File: config.mk
export PLATFORM = sky130hd
export DESIGN_NAME = mem_stage_flat
export DESIGN_NICKNAME = d
export VERILOG_FILES = /design/src/rtl/mem_stage_if.sv /design/src/rtl/mem_stage.sv /design/src/flat_wrapper.sv
export SDC_FILE = /design/constraint.sdc
export NUM_CORES = 1
export LEC_CHECK = 0
export ABC_AREA = 1
export CAP_MARGIN = 20
export CORE_MARGIN = 3
export CORE_UTILIZATION = 40
export DETAILED_ROUTE_END_ITERATION = 10
export PLACE_DENSITY_LB_ADDON = 0.05
export SYNTH_ARGS = -nofsm -noshare
export SYNTH_HDL_FRONTEND = slang
export SYNTH_SLANG_ARGS = --single-unit
File: constraint.sdc
create_clock -name clk -period 2.4 [get_ports clk]
set_clock_uncertainty 0.1 [all_clocks]
set_input_delay 0.48 -clock clk [delete_from_list [all_inputs] [get_ports clk]]
set_output_delay 0.48 -clock clk [all_outputs]
set_load 0.01 [all_outputs]
File: src/rtl/mem_stage_if.sv
// Word-wide data memory port between the memory stage (master) and the data memory (slave).
// mem_req and the request fields stay stable until mem_ack; mem_rdata is valid with mem_ack.
interface mem_stage_if #(
  parameter int ARCH_BITS = 32
);
  logic                 mem_req;
  logic                 mem_we;
  logic [ARCH_BITS-1:0] mem_addr;
  logic [3:0]           mem_be;
  logic [ARCH_BITS-1:0] mem_wdata;
  logic                 mem_ack;
  logic [ARCH_BITS-1:0] mem_rdata;

  modport master (
    output mem_req, mem_we, mem_addr, mem_be, mem_wdata,
    input  mem_ack, mem_rdata
  );

  modport slave (
    input  mem_req, mem_we, mem_addr, mem_be, mem_wdata,
    output mem_ack, mem_rdata
  );
endinterface

File: src/rtl/mem_stage.sv
// Memory pipeline stage: ALU results pass through, loads/stores run a req/ack bus transaction.
// Optional ack watchdog with FAULT state enabled by defining MEM_STAGE_TIMEOUT_EN.
//
// state | meaning
// IDLE  | accept ops from the ALU stage; pass-through or start a bus transaction
// WAIT  | request held on the bus until mem_ack
// FAULT | one cycle reporting an ack timeout (MEM_STAGE_TIMEOUT_EN only)
module mem_stage #(
  parameter int ARCH_BITS      = 32,
  parameter int OPC_BITS       = 7,
  parameter int TIMEOUT_CYCLES = 64
) (
  input  logic                 clk,
  input  logic                 rst,
  input  logic                 valid_in,
  input  logic [OPC_BITS-1:0]  opcode_in,
  input  logic [ARCH_BITS-1:0] result_in,
  input  logic [ARCH_BITS-1:0] store_data_in,
  input  logic [4:0]           dst_in,
  output logic                 stall_out,
  output logic                 valid_out,
  output logic [OPC_BITS-1:0]  opcode_out,
  output logic [ARCH_BITS-1:0] wdata_out,
  output logic [4:0]           dst_out,
  output logic                 except_out,
  output logic [ARCH_BITS-1:0] except_addr,
  mem_stage_if.master          mem
);

  localparam logic [OPC_BITS-1:0] OP_LDB = OPC_BITS'('h10);
  localparam logic [OPC_BITS-1:0] OP_LDW = OPC_BITS'('h11);
  localparam logic [OPC_BITS-1:0] OP_STB = OPC_BITS'('h12);
  localparam logic [OPC_BITS-1:0] OP_STW = OPC_BITS'('h13);
  localparam logic [OPC_BITS-1:0] OP_NOP = OPC_BITS'('h7F);

`ifdef MEM_STAGE_TIMEOUT_EN
  typedef enum logic [1:0] {IDLE, WAIT, FAULT} stateT;
  localparam int CW = $clog2(TIMEOUT_CYCLES + 1);
  localparam logic [CW-1:0] LIMIT = CW'(TIMEOUT_CYCLES - 1);
  logic [CW-1:0] cntQ, cntNext;
`else
  typedef enum logic [0:0] {IDLE, WAIT} stateT;
`endif

  stateT state, stateNext;

  logic                 validQ, validNext;
  logic [OPC_BITS-1:0]  opcQ, opcNext;
  logic [ARCH_BITS-1:0] wdataQ, wdataNext;
  logic [4:0]           dstQ, dstNext;
  logic                 excQ, excNext;
  logic [ARCH_BITS-1:0] excAddrQ, excAddrNext;
  logic                 memReqQ, memReqNext;
  logic                 memWeQ, memWeNext;
  logic [ARCH_BITS-1:0] memAddrQ, memAddrNext;
  logic [3:0]           memBeQ, memBeNext;
  logic [ARCH_BITS-1:0] memWdataQ, memWdataNext;
  logic [OPC_BITS-1:0]  pendOpcQ, pendOpcNext;
  logic [4:0]           pendDstQ, pendDstNext;
  logic [1:0]           pendLaneQ, pendLaneNext;

  logic isMem, isWordOp, misaligned;

  assign isMem      = opcode_in inside {OP_LDB, OP_LDW, OP_STB, OP_STW};
  assign isWordOp   = (opcode_in == OP_LDW) || (opcode_in == OP_STW);
  assign misaligned = isWordOp && (result_in[1:0] != 2'b00);

  always_comb begin
    stateNext    = state;
    validNext    = 1'b0;
    opcNext      = OP_NOP;
    wdataNext    = wdataQ;
    dstNext      = dstQ;
    excNext      = 1'b0;
    excAddrNext  = excAddrQ;
    memReqNext   = memReqQ;
    memWeNext    = memWeQ;
    memAddrNext  = memAddrQ;
    memBeNext    = memBeQ;
    memWdataNext = memWdataQ;
    pendOpcNext  = pendOpcQ;
    pendDstNext  = pendDstQ;
    pendLaneNext = pendLaneQ;
    stall_out    = 1'b0;
`ifdef MEM_STAGE_TIMEOUT_EN
    cntNext      = cntQ;
`endif
    case (state)
      IDLE: begin
        if (valid_in) begin
          if (!isMem) begin
            validNext = 1'b1;
            opcNext   = opcode_in;
            wdataNext = result_in;
            dstNext   = dst_in;
          end else if (misaligned) begin
            validNext   = 1'b1;
            excNext     = 1'b1;
            excAddrNext = result_in;
            wdataNext   = '0;
          end else begin
            stall_out    = 1'b1;
            memReqNext   = 1'b1;
            memWeNext    = (opcode_in == OP_STB) || (opcode_in == OP_STW);
            memAddrNext  = {result_in[ARCH_BITS-1:2], 2'b00};
            memBeNext    = isWordOp ? 4'hF : (4'b0001 << result_in[1:0]);
            memWdataNext = (opcode_in == OP_STW) ? store_data_in :
                           (opcode_in == OP_STB) ? {(ARCH_BITS/8){store_data_in[7:0]}} : '0;
            pendOpcNext  = opcode_in;
            pendDstNext  = dst_in;
            pendLaneNext = result_in[1:0];
            stateNext    = WAIT;
`ifdef MEM_STAGE_TIMEOUT_EN
            cntNext      = '0;
`endif
          end
        end
      end
      WAIT: begin
        stall_out = !mem.mem_ack;
        if (mem.mem_ack) begin
          memReqNext = 1'b0;
          validNext  = 1'b1;
          opcNext    = pendOpcQ;
          dstNext    = pendDstQ;
          if (pendOpcQ == OP_LDW)
            wdataNext = mem.mem_rdata;
          else if (pendOpcQ == OP_LDB)
            wdataNext = {{(ARCH_BITS-8){1'b0}}, mem.mem_rdata[{pendLaneQ, 3'b000} +: 8]};
          else
            wdataNext = '0;
          stateNext = IDLE;
        end
`ifdef MEM_STAGE_TIMEOUT_EN
        // an ack on the limit cycle completes normally; the watchdog only fires without one
        else if (cntQ == LIMIT) begin
          memReqNext  = 1'b0;
          validNext   = 1'b1;
          excNext     = 1'b1;
          excAddrNext = {memAddrQ[ARCH_BITS-1:2], pendLaneQ};
          stateNext   = FAULT;
        end else begin
          cntNext = cntQ + CW'(1);
        end
      end
      FAULT: begin
        stall_out = 1'b1;
        stateNext = IDLE;
`endif
      end
      default: stateNext = IDLE;
    endcase
  end

  always_ff @(posedge clk) begin
    if (rst) begin
      state     <= IDLE;
      validQ    <= 1'b0;
      opcQ      <= OP_NOP;
      wdataQ    <= '0;
      dstQ      <= '0;
      excQ      <= 1'b0;
      excAddrQ  <= '0;
      memReqQ   <= 1'b0;
      memWeQ    <= 1'b0;
      memAddrQ  <= '0;
      memBeQ    <= '0;
      memWdataQ <= '0;
      pendOpcQ  <= OP_NOP;
      pendDstQ  <= '0;
      pendLaneQ <= '0;
`ifdef MEM_STAGE_TIMEOUT_EN
      cntQ      <= '0;
`endif
    end else begin
      state     <= stateNext;
      validQ    <= validNext;
      opcQ      <= opcNext;
      wdataQ    <= wdataNext;
      dstQ      <= dstNext;
      excQ      <= excNext;
      excAddrQ  <= excAddrNext;
      memReqQ   <= memReqNext;
      memWeQ    <= memWeNext;
      memAddrQ  <= memAddrNext;
      memBeQ    <= memBeNext;
      memWdataQ <= memWdataNext;
      pendOpcQ  <= pendOpcNext;
      pendDstQ  <= pendDstNext;
      pendLaneQ <= pendLaneNext;
`ifdef MEM_STAGE_TIMEOUT_EN
      cntQ      <= cntNext;
`endif
    end
  end

  assign valid_out     = validQ;
  assign opcode_out    = opcQ;
  assign wdata_out     = wdataQ;
  assign dst_out       = dstQ;
  assign except_out    = excQ;
  assign except_addr   = excAddrQ;
  assign mem.mem_req   = memReqQ;
  assign mem.mem_we    = memWeQ;
  assign mem.mem_addr  = memAddrQ;
  assign mem.mem_be    = memBeQ;
  assign mem.mem_wdata = memWdataQ;

endmodule

File: src/flat_wrapper.sv
// flat-port wrapper written by rule: the top's interface ports become plain ports
module mem_stage_flat 
#(
  parameter int ARCH_BITS      = 32,
  parameter int OPC_BITS       = 7,
  parameter int TIMEOUT_CYCLES = 64
)
  (clk, rst, valid_in, opcode_in, result_in, store_data_in, dst_in, stall_out, valid_out, opcode_out, wdata_out, dst_out, except_out, except_addr, mem_mem_req, mem_mem_we, mem_mem_addr, mem_mem_be, mem_mem_wdata, mem_mem_ack, mem_mem_rdata);
  mem_stage_if #(.ARCH_BITS(ARCH_BITS)) mem_i ();
  input  logic clk;
  input  logic rst;
  input  logic valid_in;
  input  logic [OPC_BITS-1:0] opcode_in;
  input  logic [ARCH_BITS-1:0] result_in;
  input  logic [ARCH_BITS-1:0] store_data_in;
  input  logic [4:0] dst_in;
  output logic stall_out;
  output logic valid_out;
  output logic [OPC_BITS-1:0] opcode_out;
  output logic [ARCH_BITS-1:0] wdata_out;
  output logic [4:0] dst_out;
  output logic except_out;
  output logic [ARCH_BITS-1:0] except_addr;
  output wire logic [$bits(mem_i.mem_req)-1:0] mem_mem_req;
  output wire logic [$bits(mem_i.mem_we)-1:0] mem_mem_we;
  output wire logic [$bits(mem_i.mem_addr)-1:0] mem_mem_addr;
  output wire logic [$bits(mem_i.mem_be)-1:0] mem_mem_be;
  output wire logic [$bits(mem_i.mem_wdata)-1:0] mem_mem_wdata;
  input wire logic [$bits(mem_i.mem_ack)-1:0] mem_mem_ack;
  input wire logic [$bits(mem_i.mem_rdata)-1:0] mem_mem_rdata;
  assign mem_mem_req = mem_i.mem_req;
  assign mem_mem_we = mem_i.mem_we;
  assign mem_mem_addr = mem_i.mem_addr;
  assign mem_mem_be = mem_i.mem_be;
  assign mem_mem_wdata = mem_i.mem_wdata;
  assign mem_i.mem_ack = mem_mem_ack;
  assign mem_i.mem_rdata = mem_mem_rdata;
  mem_stage #(.ARCH_BITS(ARCH_BITS), .OPC_BITS(OPC_BITS), .TIMEOUT_CYCLES(TIMEOUT_CYCLES)) u_core (.clk(clk), .rst(rst), .valid_in(valid_in), .opcode_in(opcode_in), .result_in(result_in), .store_data_in(store_data_in), .dst_in(dst_in), .stall_out(stall_out), .valid_out(valid_out), .opcode_out(opcode_out), .wdata_out(wdata_out), .dst_out(dst_out), .except_out(except_out), .except_addr(except_addr), .mem(mem_i));
endmodule
==> flow_summary.yaml <==
synthesis:
  async_reset_ff_frac: 0
  synth.avg_cell_area_sq_um: 6.96
  synth.distinct_cells: 30
  synth_warnings: 0
  syn_inst: 1011
  synth_edf_count: 0
  syn_area_sq_um: 7030
  ys_ff_latch: 161
  ys_seq_area_frac: 0.458
  synth_ff_type: "dfxtp_1"
clock_network:
  clock_sinks: 161
  clockRootBuffer: "clkbuf_16"
  cts_tree: "done"
  clockBufferDepth: 2
  htreeDepth: 4
  clk_pin_slew_ps: 60
  cts_buffers: 17
  postCtsSetupBuffers: 0
  clk_latency_ps: 430
sta:
  finalSetupViolCount: 0
  slew_viol_final: 0
  finalCritPeriodShare: 0.943
  rsz0062_at_grt: "no"
  relSlewSlack: 0.608
  fin_ws_ps: 138
  finalCriticalPeriod_ps: 2260
  max_freq_mhz: 442
  tightest_slew_ps: 586
  hold_viol: 0
  holdWs_ps: 361
floorplanning:
  die-width_microns: 139
  fp.coreArea_sq_um: 16900
  row_count: 47
  start_util: 0.417
  dieArea_sq_um: 19200
  ios: 261
  dieHeight_microns: 139
route:
  drt_iter0_drc: 526
  drtAntennaViolNets: 0
  vias: 7353
  vias_per_cell: 4.93
  dr.pass1.iters: 5
  drc_errors: 0
  routed_wl_mm: 24.6
  wl_per_cell_microns: 16.5
worst_setup_path:
  r2r_setup_slack_ps: 590
  cp-start-kind: "primary input"
  ff2ff_path_depth: 7
  end_kind: "output pin"
  critical-path-max-stage-delay_ps: 430
  critPathArrivalTime_ps: 1680
  startpoint: "opcode_in[2]"
  crit_chain: "clkdlybuf4s50_1, nor2_2, inv_2, nor2_4, inv_2, nor2_4, nand2_4, nand2_1, clkbuf_2"
  cp_slowest_cell: "clkdlybuf4s50_1"
  required_ps: 1820
  rr_endpoint: "u_core.wdata_out[31]"
  critPathKind: "in2out"
  r2r_start: "u_core.pendOpcQ[3]"
  crit_fanout: 3
hold_path:
  holdPathStages: 2
  hold_path.class: "reg2reg"
  hold_path_end: "u_core.wdata_out[17]"
  worstHoldStart: "u_core.wdata_out[17]"
cells_and_area:
  final_core_utilization: 0.625
  drive_gt1_frac: 0.0708
  finalNetCount: 1371
  layout_common_cells: "clkdlybuf4s50_1 (257), nor2_1 (230), nand2_1 (166), dfxtp_1 (161), o21ai_0 (143)"
  n_antenna_cell: 0
  final_cells: 1492
  areaGrowthSynthToFinish_pct: 49.8
  final_common_cell: "clkdlybuf4s50_1"
power:
  p_leak_nw: 4.55
  power.density_nw_per_um2: 610
  max-vdd-ir-drop_uv: 501
global_routing:
  grt_pass1_wl_mm: 38.2
  grt_max_degree: 70
  overflow: 0
  antenna_found_initial: 0
  first_global_vias: 6858
  grt_use_total: 0.247
outcome:
  status: "finished, final reports clean"
place:
  gp_congestion: 0.878
  io_buffers: 258
  pre_cts_ws_ps: -266
  post-place-cells: 1460
  hpwlAfterDp_mm: 17.4
run:
  cap_violations: 0
==> layer usage <==
layer	vias up	track usage	wire, microns
li1	3721	-	-
met1	3327	0.321	10800
met2	280	0.408	11600
met3	25	0.0703	1810
met4	0	0.0644	420
met5	-	0	0
==> logic make-up after synthesis <==
kind of cell    count (synthesis)  synth area share
flops                         161             0.458
compound gates                202             0.155
other cells                     1          0.000533
buf+inv                       155            0.0982
simple gates                  492             0.288
==> worst max-delay path: cells and delay by family <==
kind	cells	cell delay, ps
buffers and inverters	4	690
and+or+nand+nor	5	520
==> cells in the mapped netlist, types with 3 or more instances <==
cell	count	area share
nand2_1	166	0.089
o21ai_1	4	0.0028
o21ai_0	143	0.10
dfxtp_1	161	0.46
nand3_1	71	0.051
nor2_1	231	0.12
nor3_1	10	0.0071
nor2_2	3	0.0027
o211a_1	5	0.0071
o31ai_1	20	0.021
buf_2	17	0.012
inv_2	4	0.0021
nor2_4	3	0.0048
clkbuf_1	32	0.017
buf_4	8	0.0085
buf_6	7	0.011
a21oi_1	28	0.020
inv_1	81	0.043
==> how the worst max path moves through the flow <==
stage | end | slack (ps) | cells past startpoint
finish | stall_out | 140 | 9
global placement | stall_out | -230 | 9
floorplan | stall_out | 410 | 9
CTS | stall_out | 20 | 9
detailed placement | stall_out | -270 | 9
global route | stall_out | 40 | 9
==> flip-flops by register name (all words and copies together) (netlist names), 2 cells and up <==
signal and count:
u_core.except_addr 32, u_core.mem.mem_wdata 32, u_core.wdata_out 32, u_core.mem.mem_addr 30
u_core.opcode_out 7, u_core.pendOpcQ 7, u_core.dst_out 5, u_core.pendDstQ 5
u_core.mem.mem_be 4, u_core.pendLaneQ 2
==> where the power goes <==
group / leakage (nW) / internal (mW) / switching [mW]
Combinational: 2.94 / 0.395 / 0.363
Clock: 0.303 / 1.68 / 1.21
Sequential: 1.31 / 2.74 / 0.0357
==> through the flow <==
| stage | TNS (ps) | cell area, sq um | power (mW) |
|---|---|---|---|
| floorplan | 0 | 7040 | 3.13 |
| global placement | -7650 | 9920 | 3.59 |
| detailed placement | -12210 | 9920 | 3.60 |
| CTS | 0 | 10500 | 6.48 |
| global route | 0 | 10500 | 6.65 |
| finish | 0 | 10500 | 6.43 |
==> final cells by class <==
class	instances	area, sq um
inverters	89	340
repair buffers	294	2950
well taps	220	275
multi-input cells	696	3130
clock buffers	18	429
fillers	1614	6340
flip-flops and latches	161	3220
clock inverters	14	198
==> timing repair <==
item                       in CTS  in global routing
pin swaps                       1                  1
setup endpoints to repair       1                  1
gates cloned                    0                  0
resized for setup               2                  1
hold buffers                    0                  0
No activity file was read; power rests on OpenSTA's default activity.
